==> src/rtl/uart_cmd_pkg.sv <==
// Shared constants and FSM state encoding for the UART command responder.
package uart_cmd_pkg;

  localparam logic [7:0] CMD_READ  = 8'h52;
  localparam logic [7:0] CMD_WRITE = 8'h57;
  localparam logic [7:0] RSP_ACK   = 8'h06;
  localparam logic [7:0] RSP_NAK   = 8'h15;

  typedef enum logic [2:0] {
    IDLE,
    GET_ADDR,
    GET_DATA,
    EXEC,
    SEND0,
    WAIT0,
    SEND1,
    WAIT1
  } state_e;

endpackage

==> src/rtl/uart_cmd_regfile.sv <==
// NUM_REGS x 8-bit register file: synchronous write, asynchronous read,
// synchronous active-low clear, plus a flat view of every register.
module uart_cmd_regfile #(
  parameter int NUM_REGS = 4,
  parameter int AW       = (NUM_REGS > 1) ? $clog2(NUM_REGS) : 1
) (
  input  logic                  i_Clock,
  input  logic                  i_Reset_n,
  input  logic                  i_Wr_En,
  input  logic [AW-1:0]         i_Addr,
  input  logic [7:0]            i_Wr_Data,
  output logic [7:0]            o_Rd_Data,
  output logic [NUM_REGS*8-1:0] o_Regs
);

  logic [7:0] regs_q [NUM_REGS];

  // NOTE: this array is cleared on reset because the host must see zeroed
  // control registers after reset; arrays that are pure storage should not be.
  always_ff @(posedge i_Clock) begin
    if (!i_Reset_n) begin
      for (int k = 0; k < NUM_REGS; k++) regs_q[k] <= '0;
    end else if (i_Wr_En) begin
      regs_q[i_Addr] <= i_Wr_Data;
    end
  end

  assign o_Rd_Data = regs_q[i_Addr];

  for (genvar k = 0; k < NUM_REGS; k++) begin : g_flat
    assign o_Regs[8*k +: 8] = regs_q[k];
  end

endmodule

==> src/rtl/uart_cmd_responder.sv <==
// Request/reply engine between uart_rx and uart_tx: parses R/W frames,
// accesses the register file and sequences ACK/NAK/data replies.
module uart_cmd_responder
  import uart_cmd_pkg::*;
#(
  parameter int NUM_REGS     = 4,
  parameter int TIMEOUT_CLKS = 104170
) (
  input  logic                  i_Clock,
  input  logic                  i_Reset_n,
  input  logic                  i_Rx_DV,
  input  logic [7:0]            i_Rx_Byte,
  output logic                  o_Tx_DV,
  output logic [7:0]            o_Tx_Byte,
  input  logic                  i_Tx_Active,
  input  logic                  i_Tx_Done,
  output logic [NUM_REGS*8-1:0] o_Regs,
  output logic                  o_Busy,
  output logic                  o_Overrun
);

  localparam int AW = (NUM_REGS > 1) ? $clog2(NUM_REGS) : 1;
  localparam int TW = $clog2(TIMEOUT_CLKS + 1);
  localparam logic [TW-1:0] T_LAST = TW'(TIMEOUT_CLKS - 1);

  state_e        state_q, state_d;
  logic [7:0]    cmd_q, cmd_d;
  logic [7:0]    addr_q, addr_d;
  logic [7:0]    data_q, data_d;
  logic          two_q, two_d;
  logic [TW-1:0] tcnt_q, tcnt_d;
  logic [7:0]    tx_byte_q, tx_byte_d;
  logic          overrun_q, overrun_d;
  logic          wr_en;
  logic          tx_dv;
  logic          addr_ok;
  logic [7:0]    rd_data;

  // Full 8-bit compare so out-of-range addresses never alias onto a register.
  assign addr_ok = (32'(addr_q) < NUM_REGS);

  uart_cmd_regfile #(
    .NUM_REGS (NUM_REGS),
    .AW       (AW)
  ) u_regfile (
    .i_Clock   (i_Clock),
    .i_Reset_n (i_Reset_n),
    .i_Wr_En   (wr_en),
    .i_Addr    (addr_q[AW-1:0]),
    .i_Wr_Data (data_q),
    .o_Rd_Data (rd_data),
    .o_Regs    (o_Regs)
  );

  // NOTE: sequential state uses non-blocking assignments only, so every
  // register samples the pre-edge values regardless of statement order.
  always_ff @(posedge i_Clock) begin
    if (!i_Reset_n) begin
      state_q   <= IDLE;
      cmd_q     <= '0;
      addr_q    <= '0;
      data_q    <= '0;
      two_q     <= 1'b0;
      tcnt_q    <= '0;
      tx_byte_q <= '0;
      overrun_q <= 1'b0;
    end else begin
      state_q   <= state_d;
      cmd_q     <= cmd_d;
      addr_q    <= addr_d;
      data_q    <= data_d;
      two_q     <= two_d;
      tcnt_q    <= tcnt_d;
      tx_byte_q <= tx_byte_d;
      overrun_q <= overrun_d;
    end
  end

  // NOTE: every output of this block gets a default before the case, so no
  // path through it can leave a signal unassigned and infer a latch.
  always_comb begin
    state_d   = state_q;
    cmd_d     = cmd_q;
    addr_d    = addr_q;
    data_d    = data_q;
    two_d     = two_q;
    tcnt_d    = '0;
    tx_byte_d = tx_byte_q;
    wr_en     = 1'b0;
    tx_dv     = 1'b0;
    overrun_d = i_Rx_DV && (state_q inside {EXEC, SEND0, WAIT0, SEND1, WAIT1});

    case (state_q)
      IDLE: begin
        if (i_Rx_DV) begin
          cmd_d   = i_Rx_Byte;
          state_d = (i_Rx_Byte == CMD_READ || i_Rx_Byte == CMD_WRITE) ? GET_ADDR : EXEC;
        end
      end
      GET_ADDR: begin
        // A byte arriving in the expiry cycle takes priority over the timeout.
        if (i_Rx_DV) begin
          addr_d  = i_Rx_Byte;
          state_d = (cmd_q == CMD_WRITE) ? GET_DATA : EXEC;
        end else if (tcnt_q == T_LAST) begin
          state_d = IDLE;
        end else begin
          tcnt_d = tcnt_q + TW'(1);
        end
      end
      GET_DATA: begin
        if (i_Rx_DV) begin
          data_d  = i_Rx_Byte;
          state_d = EXEC;
        end else if (tcnt_q == T_LAST) begin
          state_d = IDLE;
        end else begin
          tcnt_d = tcnt_q + TW'(1);
        end
      end
      EXEC: begin
        state_d   = SEND0;
        two_d     = 1'b0;
        tx_byte_d = RSP_NAK;
        if (addr_ok && cmd_q == CMD_READ) begin
          tx_byte_d = RSP_ACK;
          data_d    = rd_data;
          two_d     = 1'b1;
        end else if (addr_ok && cmd_q == CMD_WRITE) begin
          tx_byte_d = RSP_ACK;
          wr_en     = 1'b1;
        end
      end
      SEND0: begin
        if (!i_Tx_Active) begin
          tx_dv   = 1'b1;
          state_d = WAIT0;
        end
      end
      WAIT0: begin
        if (i_Tx_Done) begin
          if (two_q) begin
            tx_byte_d = data_q;
            state_d   = SEND1;
          end else begin
            state_d = IDLE;
          end
        end
      end
      SEND1: begin
        if (!i_Tx_Active) begin
          tx_dv   = 1'b1;
          state_d = WAIT1;
        end
      end
      WAIT1: begin
        if (i_Tx_Done) state_d = IDLE;
      end
      default: state_d = IDLE;
    endcase
  end

  assign o_Tx_DV   = tx_dv;
  assign o_Tx_Byte = tx_byte_q;
  assign o_Busy    = (state_q != IDLE);
  assign o_Overrun = overrun_q;

endmodule
==> config.mk <==
export PLATFORM = sky130hd
export DESIGN_NAME = uart_cmd_responder
export DESIGN_NICKNAME = d
export VERILOG_FILES = /design/src/rtl/uart_cmd_pkg.sv /design/src/rtl/uart_cmd_regfile.sv /design/src/rtl/uart_cmd_responder.sv
export SDC_FILE = /design/constraint.sdc
export NUM_CORES = 1
export LEC_CHECK = 0
export BUFFER_PORTS_ARGS = -buffer_cell sky130_fd_sc_hd__buf_2
export CAP_MARGIN = 25
export CORE_ASPECT_RATIO = 1.4
export CORE_UTILIZATION = 60
export DETAILED_ROUTE_END_ITERATION = 10
export PLACE_DENSITY = 0.83
export SYNTH_ARGS = -nofsm -noshare
export SYNTH_HDL_FRONTEND = slang
export SYNTH_SLANG_ARGS = --single-unit
==> constraint.sdc <==
create_clock -name i_Clock -period 5.39 [get_ports i_Clock]
set_clock_uncertainty 0.2 [all_clocks]
set_input_delay 1.078 -clock i_Clock [delete_from_list [all_inputs] [get_ports i_Clock]]
set_output_delay 1.078 -clock i_Clock [all_outputs]
set_load 0.1 [all_outputs]
Word-level counts from Yosys, hierarchy flattened
Memory sizes are Yosys's and may differ from the RTL's. A register that Yosys moved wholly into a read port is not among the register bits. Cells that the tools add are included.

Latch bits: 0. Input bits: 13. Bits in read-only memories: 0. Output and inout bits: 43. Bits in registers: 54. Bits in writable memories: 32. Memories kept: 1.

Bitwise logic cells: 2. Eq/ne operators: 20. Div/mod/pow operators: 0. $lt $le $gt $ge: 1. $mul: 0. Add/sub/neg operators: 1. Shifts and indexed selects: 0. Muxes and demuxes: 35. Reductions and logical operators: 18.

Memories: u_regfile.regs_q (depth 4, bits a word 8, rd ports 5, clocked after memory_dff 1, wr ports 4, RTL line uart_cmd_regfile.sv:16) `logic [7:0] regs_q [NUM_REGS];`.

Operators by type and width (count): $mux 8 (5); $eq 8x7->1 const B (4); $pmux 8 s2 (2); $mux 3 (9); $pmux 3 s8 (1); $add 17x1->17 const B (1); $eq 17x17->1 const B (1); $ne 2x2->1 const B (7); $eq 3x3->1 const B (4); $mux 1 (12); $mux 5 (2); $lt 8x3->1 const B (1); $mux 2 (4); $reduce_or 8->1 (1); $eq 3x2->1 const B (2); $reduce_and 3->1 (2); $reduce_and 5->1 (1); $reduce_bool 5->1 (1); $reduce_and 2->1 (2); $reduce_bool 2->1 (2); $reduce_or 2->1 (2); $reduce_or 4->1 (1); $eq 3x1->1 const B (1); $logic_and 1x1->1 (3); other kinds (5) (6).

Logic depth before layout (Yosys ltp)
Gate-level depths: netlist of the first run.

Depth in word-level cells: 10. Mapped depth: 6. Gate-level depth less buffers: 5.

Hierarchy
Synthesis of the first run repeated with hierarchy kept, for this count alone.

Cells, all modules: 433. Area, all modules: 4174.0 µm².

By module, submodules not included: uart_cmd_responder (cells an instance 337, instances 1, area an instance 2775.2 µm², seq. area each 1081.0 µm²); uart_cmd_regfile (cells an instance 96, instances 1, area an instance 1398.8 µm², seq. area each 960.9 µm²).

Worst setup path before layout of the first run
OpenSTA, ideal clock, no wires.

Path type: input to output. From: input port i_Tx_Active. To: output port o_Tx_DV. Path buffers: 0. Cell stages on the path: 2. Data arrival time: 2468 ps. Slack: 1644 ps. Path through: nand2b_1 nor2_1.

Word-level cells in the longest chain between the ends: 2.

Ends and longest elaborated chain: from (decl) (RTL line uart_cmd_responder.sv:15) `input logic i_Tx_Active,`; $mux 1 (RTL line uart_cmd_responder.sv:135, uart_cmd_responder.sv:151); $mux 1; to (decl) (RTL line uart_cmd_responder.sv:13) `output logic o_Tx_DV,`.

Every way passes these cells.

Worst setup path in the final report of the first run
Same ends and word-level chain as after synthesis.

==> results of run 1 <==
path summary, 6_finish.rpt:
| check | startpoint | cells past startpoint | to | slack [ns] |
|---|---|---|---|---|
| max | i_Tx_Active | 4 | o_Tx_DV | 2.24 |
| min | cmd_q[3] | 2 | cmd_q[3] | 0.26 |
| max reg2reg | state_q[0] | 4 | u_regfile.regs_q[1][3] | 2.55 |
| min reg2reg | cmd_q[3] | 2 | cmd_q[3] | 0.26 |
report_power, final:
part           internal [mW]  switching, mW
Sequential             0.730         0.0694
Clock                  0.170          0.240
Combinational         0.0891          0.258
Total                  0.989          0.567
cells in the final DEF (no fill, tap or decap), drive strengths merged, types with 10 or more instances in the layout:
cell and instances:
dfxtp 56, buf 56, nand2 46, and2 37
edfxtp 32, a21oi 32, nor2 27, mux2i 20
a211oi 18, o21ai 11, clkbuf 11, xnor2 10
o22ai 10, inv 10
metal layers:
layer | share of wire (%) | global-route usage (%) | vias to the layer above
met4 | 5.0 | 17.50 | 0
met1 | 38 | 27.85 | 1537
met5 | 0 | 0 | -
met3 | 3.4 | 4.920 | 30
li1 | - | - | 1567
met2 | 54 | 50.22 | 88
worst max-delay path: cells and delay by family:
kind	cells	cell delay, ns
buffers and inverters	2	0.54
and+or+nand+nor	2	0.25
synth_stat cells, drive strengths merged (2+ instances only):
cell type  instances  area share, %
a211oi            18            3.3
a21oi             32            4.1
a311oi             2           0.43
and2              37            5.6
and3               3           0.46
and3b              2           0.43
and4b              2           0.49
buf                8            1.0
clkbuf            10           0.91
dfxtp             56             27
edfxtp            32             23
ha                 2           0.61
inv                8           0.73
mux2i             20            4.9
nand2             46            4.2
nand2b             6           0.91
nand3              9            1.7
nand3b             2           0.37
nand4              7            1.2
nand4b             3           0.64
nor2              27            2.5
nor3               6           0.98
nor4               9            2.0
nor4b              2           0.79
o21ai             11            1.6
o22ai             10            1.5
o31ai              3           0.67
or3                4           0.73
or4                2           0.46
xnor2             10            2.1
xor2               5            1.1
registers in the layout, summed over array words and instances, names as in the netlist, 3 cells and up, named ones only:
signal / cells
data_q: 8
state_q: 3
tcnt_q: 17
o_Tx_Byte: 8
u_regfile.regs_q: 32
cmd_q: 8
addr_q: 8
metrics by stage:
step / power (mW) / hold WS, ns
floorplan: 1.084 / 0.2322
global placement: 1.146 / 0.2432
detailed placement: 1.156 / 0.2492
CTS: 1.556 / 0.2599
global route: 1.620 / 0.2745
finish: 1.556 / 0.2593
kinds of logic (layout without fill, tap and decap cells):
group                      after synthesis  in the layout  synth area share [%]
muxes                                   20             20                 4.877
buffers and inverters                   26             81                 2.652
adders and majority gates                2              2                0.6095
AOI/OAI and AO/OA                       83             83                 12.98
xor gates and xnor gates                15             15                 3.200
DFF                                     88             88                 50.72
and+or+nand+nor                        173            173                 24.96
area by class of cell:
cell class / instances / share of cell area, %
Tap cell: 92 / 2.501
Clock buffer: 10 / 2.773
Multi-Input combinational cell: 293 / 41.60
Sequential cell: 88 / 45.24
Timing Repair Buffer: 57 / 6.253
Inverter: 8 / 0.6525
Clock inverter: 6 / 0.9788
==> flow_summary.json, run 1 <==
{
  "ys_seq_elements": 88,
  "num_antenna_cells": 0,
  "synthDistinctLibCells": 57,
  "dr.pass1.iters": 4,
  "critical_path.max_fanout": 3,
  "crit_required_ns": 4.11,
  "clk_pin_slew_ns": 0.08,
  "maxCapViolCount": 0,
  "drt_iter0_drc": 225,
  "critPathLaunchType": "primary input",
  "min_period_over_period_pct": 58.51,
  "path_cells": "buf_2 -> nand2b_1 -> nor2_1 -> buf_2",
  "cpMaxStageDelayCell": "buf_2",
  "initial_utilization_pct": 62.08,
  "cts_max_level": 3,
  "via_per_inst": 5.816,
  "cp_slowest_stage_delay_ns": 0.43,
  "grt_max_degree": 34,
  "p_per_area_nw_per_um2": 338.2,
  "synth_edf_count": 32,
  "setup_tns_ns": 0,
  "cpMostUsedCell": "buf_2",
  "yosys_warnings": 0,
  "worst_ir_drop_vdd_v": 0.0003321,
  "fin_util_pct": 69.59,
  "grt_antenna_before_repair": 0,
  "drcViolationCount": 0,
  "grt_pass1_vias": 3101,
  "overflow": 0,
  "drive_gt1_share_pct": 19.70,
  "finalInstanceArea_um2": 4602,
  "postCtsHoldBufs": 0,
  "maxSlewHeadroom_pct": 32.92,
  "nFillCells": 505,
  "syn_area_per_cell_um2": 10.09,
  "place_ws_ns": 2.238,
  "dp_hpwl_mm": 6.819,
  "gp_congestion": 0.8600,
  "maxSlewViolCount": 0,
  "pin_count": 56,
  "cts.sinks": 88,
  "place_inst": 536,
  "synth_cells": 407,
  "setup_ws_ns": 2.236,
  "post_cts_buffers": 0,
  "cts_made_buffers": 9,
  "vias": 3222,
  "grt_pass1_wl_mm": 14.63,
  "die_x_um": 71.91,
  "finalNonFillerCells": 554,
  "wl_per_cell_um": 16.80,
  "multiInputGateArea_um2": 1914,
  "async_reset_ff_share_pct": 0,
  "crit_path_end_kind": "primary output",
  "max_slew.worst_pin.slew_ns": 1.005,
  "grt_usage_pct": 27.29,
  "die_y_um": 99.87,
  "clk_latency_ns": 0.36,
  "worst_ep_arrival_time_ns": 1.88,
  "seqCellArea_um2": 2082,
  "core_area_um2": 6613,
  "p_leak_nw": 1.611,
  "syn_to_final_growth_pct": 12.10,
  "cts_tree": "done",
  "synthFlopType": "dfxtp_1",
  "cts_root_buf": "clkbuf_8",
  "finalHoldViolations": 0,
  "crit_type": "in -> out",
  "portBuffers": 55,
  "num_rows": 35,
  "die-area_um2": 7181,
  "max_freq_mhz": 317.1,
  "post_cts_resized": 0,
  "finalCriticalPeriod_ns": 3.154,
  "clk_path_buf_depth": 2,
  "rsz0062_at_grt": "no",
  "synthesis.nets": 422,
  "wirelength_mm": 9.309,
  "nNetsFinal": 472,
  "ys_seq_area_share_pct": 50.72,
  "placed_area_um2": 4417,
  "setup_viol": 0,
  "syn_area_um2": 4105,
  "hold_path.class": "reg -> reg",
  "detail-route-antenna-nets": 0,
  "status": "finished clean"
}
Note: power is estimated with default switching activity, not from simulation.
==> inputs of run 2 (changes only) <==
--- a/config.mk
+++ b/config.mk
@@ -8,9 +8,9 @@
 export BUFFER_PORTS_ARGS = -buffer_cell sky130_fd_sc_hd__buf_2
 export CAP_MARGIN = 25
 export CORE_ASPECT_RATIO = 1.4
-export CORE_UTILIZATION = 60
+export CORE_UTILIZATION = 52
 export DETAILED_ROUTE_END_ITERATION = 10
-export PLACE_DENSITY = 0.83
+export PLACE_DENSITY = 0.76
 export SYNTH_ARGS = -nofsm -noshare
 export SYNTH_HDL_FRONTEND = slang
 export SYNTH_SLANG_ARGS = --single-unit
==> constraint.sdc (replaced) <==
create_clock -name i_Clock -period 2.9 [get_ports i_Clock]
set_clock_uncertainty 0.2 [all_clocks]
set_input_delay 0.58 -clock i_Clock [delete_from_list [all_inputs] [get_ports i_Clock]]
set_output_delay 0.58 -clock i_Clock [all_outputs]
set_load 0.1 [all_outputs]
==> flow_summary.json, run 2 (synthesized netlist as in run 1, its figures left out) <==
{
  "drive_gt1_share_pct": 20.85,
  "overflow": 0,
  "placed_area_um2": 4509,
  "rrSetupSlack_ns": 0.47,
  "grt_antenna_before_repair": 0,
  "multiInputGateArea_um2": 1914,
  "core_area_um2": 7702,
  "via_per_inst": 5.595,
  "finalHoldViolations": 0,
  "rsz0062_at_grt": "no",
  "wirelength_mm": 8.936,
  "final_cell_mix": "56 x dfxtp_1, 55 x buf_2, 46 x nand2_1",
  "crit_type": "reg -> reg",
  "grt_usage_pct": 23.04,
  "detail-route-antenna-nets": 0,
  "worstReg2RegStart": "addr_q[2]",
  "worst_ir_drop_vdd_v": 0.0002888,
  "num_rows": 38,
  "pin_count": 56,
  "final_common_cell": "dfxtp_1",
  "critical_path.max_fanout": 9,
  "setup_tns_ns": 0,
  "cts_made_buffers": 9,
  "setup_viol": 0,
  "p_leak_nw": 1.670,
  "largest-register": "u_regfile.regs_q",
  "clk_pin_slew_ns": 0.08,
  "timing.rr.end": "u_regfile.regs_q[0][4]",
  "initial_utilization_pct": 53.30,
  "status": "finished clean",
  "crit_required_ns": 2.72,
  "cp_slowest_stage_delay_ns": 0.46,
  "min_period_over_period_pct": 83.84,
  "die_y_um": 107.1,
  "whs_endpoint": "cmd_q[5]",
  "nNetsFinal": 481,
  "crit_family": "simple AND/OR/NAND/NOR gates",
  "drcViolationCount": 0,
  "cts.sinks": 88,
  "clk_path_buf_depth": 2,
  "largest_reg_flops": 32,
  "finalNonFillerCells": 570,
  "worst_ep_arrival_time_ns": 2.25,
  "cp_num_buf_inv": 0,
  "max_freq_mhz": 411.3,
  "hold_path_depth": 2,
  "hold_path.class": "reg -> reg",
  "maxCapViolCount": 0,
  "nFillCells": 659,
  "p_per_area_nw_per_um2": 627.7,
  "grt_pass1_wl_mm": 14.48,
  "cts_tree": "done",
  "fin_util_pct": 60.96,
  "clk_latency_ns": 0.35,
  "syn_to_final_growth_pct": 14.39,
  "cts_max_level": 3,
  "maxSlewHeadroom_pct": 52.12,
  "grt_max_degree": 33,
  "portBuffers": 55,
  "seqCellArea_um2": 2082,
  "post_cts_resized": 0,
  "min_from": "cmd_q[5]",
  "wl_per_cell_um": 15.68,
  "cpMaxStageDelayCell": "nor4_4",
  "dp_hpwl_mm": 6.802,
  "place_inst": 555,
  "gp_congestion": 0.8184,
  "max_slew.worst_pin.slew_ns": 0.7172,
  "path_cells": "nor4_2 -> nand4_2 -> nor4_4 -> nand2b_1",
  "finalCriticalPeriod_ns": 2.431,
  "finalInstanceArea_um2": 4696,
  "die_x_um": 77.10,
  "grt_pass1_vias": 3012,
  "reg.largest.list": "u_regfile.regs_q: 32 flops, tcnt_q: 17 flops",
  "num_antenna_cells": 0,
  "post_cts_buffers": 0,
  "dr.pass1.iters": 4,
  "reg2reg_depth": 4,
  "postCtsHoldBufs": 0,
  "vias": 3189,
  "cts_root_buf": "clkbuf_8",
  "crit_path_end_kind": "flop",
  "drt_iter0_drc": 162,
  "critPathLaunchType": "flop",
  "die-area_um2": 8259,
  "maxSlewViolCount": 0
}
run 2: cell count changes in the layout (fill, tap and decap cells not counted), sizes merged:
cell      before  now
buf           56   66
bufinv         0    1
clkbuf        11   10
clkinv         1    3
clkinvlp       3    1
inv           10    8
run 2: how the worst max path moves through the flow:
stage	from	endpoint	cells past startpoint	slack (ns)
5_1_grt	addr_q[2]	u_regfile.regs_q[0][4]	4	0.30
3_3_place_gp	i_Reset_n	u_regfile.regs_q[0][2]	4	0.52
4_1_cts	addr_q[2]	u_regfile.regs_q[0][2]	4	0.46
6_report	addr_q[2]	u_regfile.regs_q[0][4]	4	0.47
2_1_floorplan	i_Tx_Active	o_Tx_DV	2	0.15
3_5_place_dp	i_Reset_n	u_regfile.regs_q[0][7]	4	0.42
run 2: cell type report:
class,instances,share of cell area (%)
repair buffers,66,7.621
inverters,8,0.6395
clock buffers,10,2.718
flip-flops and latches,88,44.34
well taps,100,2.665
multi-input cells,293,40.77
clock inverters,5,1.252
run 2: stage by stage:
step           total power [mW]  setup slack, ns  hold slack (ns)
6_report                  2.947           0.4685           0.2565
5_1_grt                   3.081           0.3045           0.2796
4_1_cts                   2.972           0.4607           0.2576
3_5_place_dp              2.178           0.4221           0.2460
3_3_place_gp              2.162           0.5182           0.2413
2_1_floorplan             2.016           0.1500           0.2322
run 2: metal layers:
metal	vias to the layer above	share of wire [%]	track usage (%)	wire (µm)
met5	-	0	0	0
met4	0	2.8	11.59	250
met3	19	4.5	4.511	404
met2	91	56	44.83	4992
met1	1490	37	22.79	3289
li1	1589	-	-	-
run 2: worst reg2reg max path, cell delays in order, from the launching register on:
cell and delay, ns:
dfxtp_1 0.33, nor4_2 0.37, nand4_2 0.36, nor4_4 0.46, nand2b_1 0.38
run 2: power breakdown:
| group | switching, mW | leakage, nW | total (mW) | internal (mW) |
|---|---|---|---|---|
| Combinational | 0.528 | 0.795 | 0.714 | 0.185 |
| Clock | 0.405 | 0.0900 | 0.798 | 0.393 |
| Sequential | 0.0787 | 0.785 | 1.44 | 1.36 |
==> inputs of run 3 (changes only) <==
==> constraint.sdc (replaced) <==
create_clock -name i_Clock -period 2.1 [get_ports i_Clock]
set_clock_uncertainty 0.2 [all_clocks]
set_input_delay 0.42 -clock i_Clock [delete_from_list [all_inputs] [get_ports i_Clock]]
set_output_delay 0.42 -clock i_Clock [all_outputs]
set_load 0.1 [all_outputs]
==> flow_summary.json, run 3 (synthesized netlist as in run 1, its figures left out) <==
{
  "nFillCells": 636,
  "detail-route-antenna-nets": 0,
  "setup_viol": 0,
  "vias": 3296,
  "grt_usage_pct": 24.28,
  "crit_required_ns": 1.48,
  "hold_path.class": "in -> reg",
  "fin_util_pct": 62.77,
  "cts.sinks": 88,
  "crit_type": "reg -> out",
  "clk_path_buf_depth": 2,
  "cpMaxStageDelayCell": "dfxtp_1",
  "grt_max_degree": 33,
  "crit_path_end_kind": "primary output",
  "wl_met2_mm": 5.213,
  "dp_hpwl_mm": 7.177,
  "wirelength_met1_mm": 3.496,
  "hold_path_depth": 3,
  "post_cts_buffers": 0,
  "status": "finished clean",
  "dr.pass1.iters": 5,
  "pin_count": 56,
  "final_common_cell": "dfxtp_1",
  "worst-path-stages": 4,
  "via_per_inst": 5.673,
  "critPathLaunchType": "flop",
  "p_per_area_nw_per_um2": 857.4,
  "reg2reg_depth": 5,
  "place_ws_ns": 0.1156,
  "die-area_um2": 8259,
  "drcViolationCount": 0,
  "portBuffers": 55,
  "max_freq_mhz": 499.0,
  "num_antenna_cells": 0,
  "drt_iter0_drc": 218,
  "worst_ep_arrival_time_ns": 1.38,
  "num_rows": 38,
  "nNetsFinal": 491,
  "die_x_um": 77.10,
  "cts_root_buf": "clkbuf_8",
  "crit_family": "buffers and inverters",
  "largest_reg_flops": 32,
  "cp_slowest_stage_delay_ns": 0.32,
  "critical_path.max_fanout": 21,
  "multiInputGateArea_um2": 1931,
  "worst_ir_drop_vdd_v": 0.0006045,
  "route.met3.wl_um": 411,
  "cp_num_buf_inv": 3,
  "clk_latency_ns": 0.36,
  "min_period_over_period_pct": 95.42,
  "maxCapViolCount": 0,
  "die_y_um": 107.1,
  "overflow": 0,
  "grt_pass1_vias": 3147,
  "final_cell_mix": "56 x dfxtp_1, 53 x buf_2, 46 x nand2_1",
  "rsz0062_at_grt": "no",
  "gp_congestion": 0.8237,
  "grt_antenna_before_repair": 0,
  "initial_utilization_pct": 53.30,
  "grt_pass1_wl_mm": 15.14,
  "placed_area_um2": 4632,
  "finalHoldViolations": 0,
  "cts_made_buffers": 9,
  "maxSlewViolCount": 0,
  "largest-register": "u_regfile.regs_q",
  "cts_tree": "done",
  "setup_tns_ns": 0,
  "clk_pin_slew_ns": 0.08,
  "cts_max_level": 3,
  "wirelength_mm": 9.466,
  "syn_to_final_growth_pct": 17.77,
  "reg.largest.list": "u_regfile.regs_q: 32 flops, tcnt_q: 17 flops",
  "finalCriticalPeriod_ns": 2.004,
  "wl_per_cell_um": 16.29,
  "top_layer": "met4",
  "setup_ws_ns": 0.09609,
  "whs_ns": 0.1452,
  "p_leak_nw": 1.752,
  "max_slew.worst_pin.slew_ns": 0.4905,
  "path_cells": "buf_4 -> nor3_2 -> inv_1 -> buf_12",
  "maxSlewHeadroom_pct": 67.53,
  "seqCellArea_um2": 2082,
  "drive_gt1_share_pct": 23.49,
  "core_area_um2": 7702,
  "finalInstanceArea_um2": 4835
}
## run 3: cell types whose count changed in the layout (fill, tap and decap cells not counted), sizes merged
cell      change
bufinv        -1
clkinvlp      -1
clkinv        -1
buf          +10
clkbuf        +1
inv           +3
## run 3: path summary, 6_finish.rpt
check | startpoint | endpoint | slack [ns]
hold reg to reg | cmd_q[5] | cmd_q[5] | 0.26
hold / removal | i_Rx_Byte[5] | cmd_q[5] | 0.15
setup reg to reg | addr_q[2] | u_regfile.regs_q[0][6] | 0.11
setup / recovery | state_q[0] | o_Busy | 0.1
## run 3: through the flow
step	total power, mW	cells
final	4.145	581
after global routing	4.321	581
after floorplan	2.785	407
after global placement	3.052	565
after detailed placement	3.074	565
after CTS	4.171	581
## run 3: area by class of cell
class,count,area share [%]
Inverter,8,0.6211
Clock inverter,5,0.7505
Clock buffer,11,3.131
Multi-Input combinational cell,293,39.93
Timing Repair Buffer,76,9.912
Sequential cell,88,43.06
Tap cell,100,2.588
## run 3: power breakdown
group | switching [mW] | internal [mW]
logic | 0.759 | 0.313
registers | 0.106 | 1.87
clock network | 0.592 | 0.502
## run 3: routing by layer
layer / vias up / global-route usage (%)
li1: 1611 / -
met1: 1557 / 24.77
met2: 105 / 45.73
met3: 23 / 4.085
met4: 0 / 14.69
met5: - / 0
## run 3: repair_timing
item / in CTS / in global routing
hold endpoints to repair: 0 / 0
hold buffers: 0 / 0
pin swaps: 0 / 1
setup endpoints to repair: 1 / 13
resized for setup: 1 / 2
## run 3: worst reg2reg max path: stages, from the launching register on
cell and delay, ns:
dfxtp_1 0.34, nor4_2 0.34, nand4_2 0.23, nor4_4 0.29
nand2b_1 0.17, buf_4 0.14
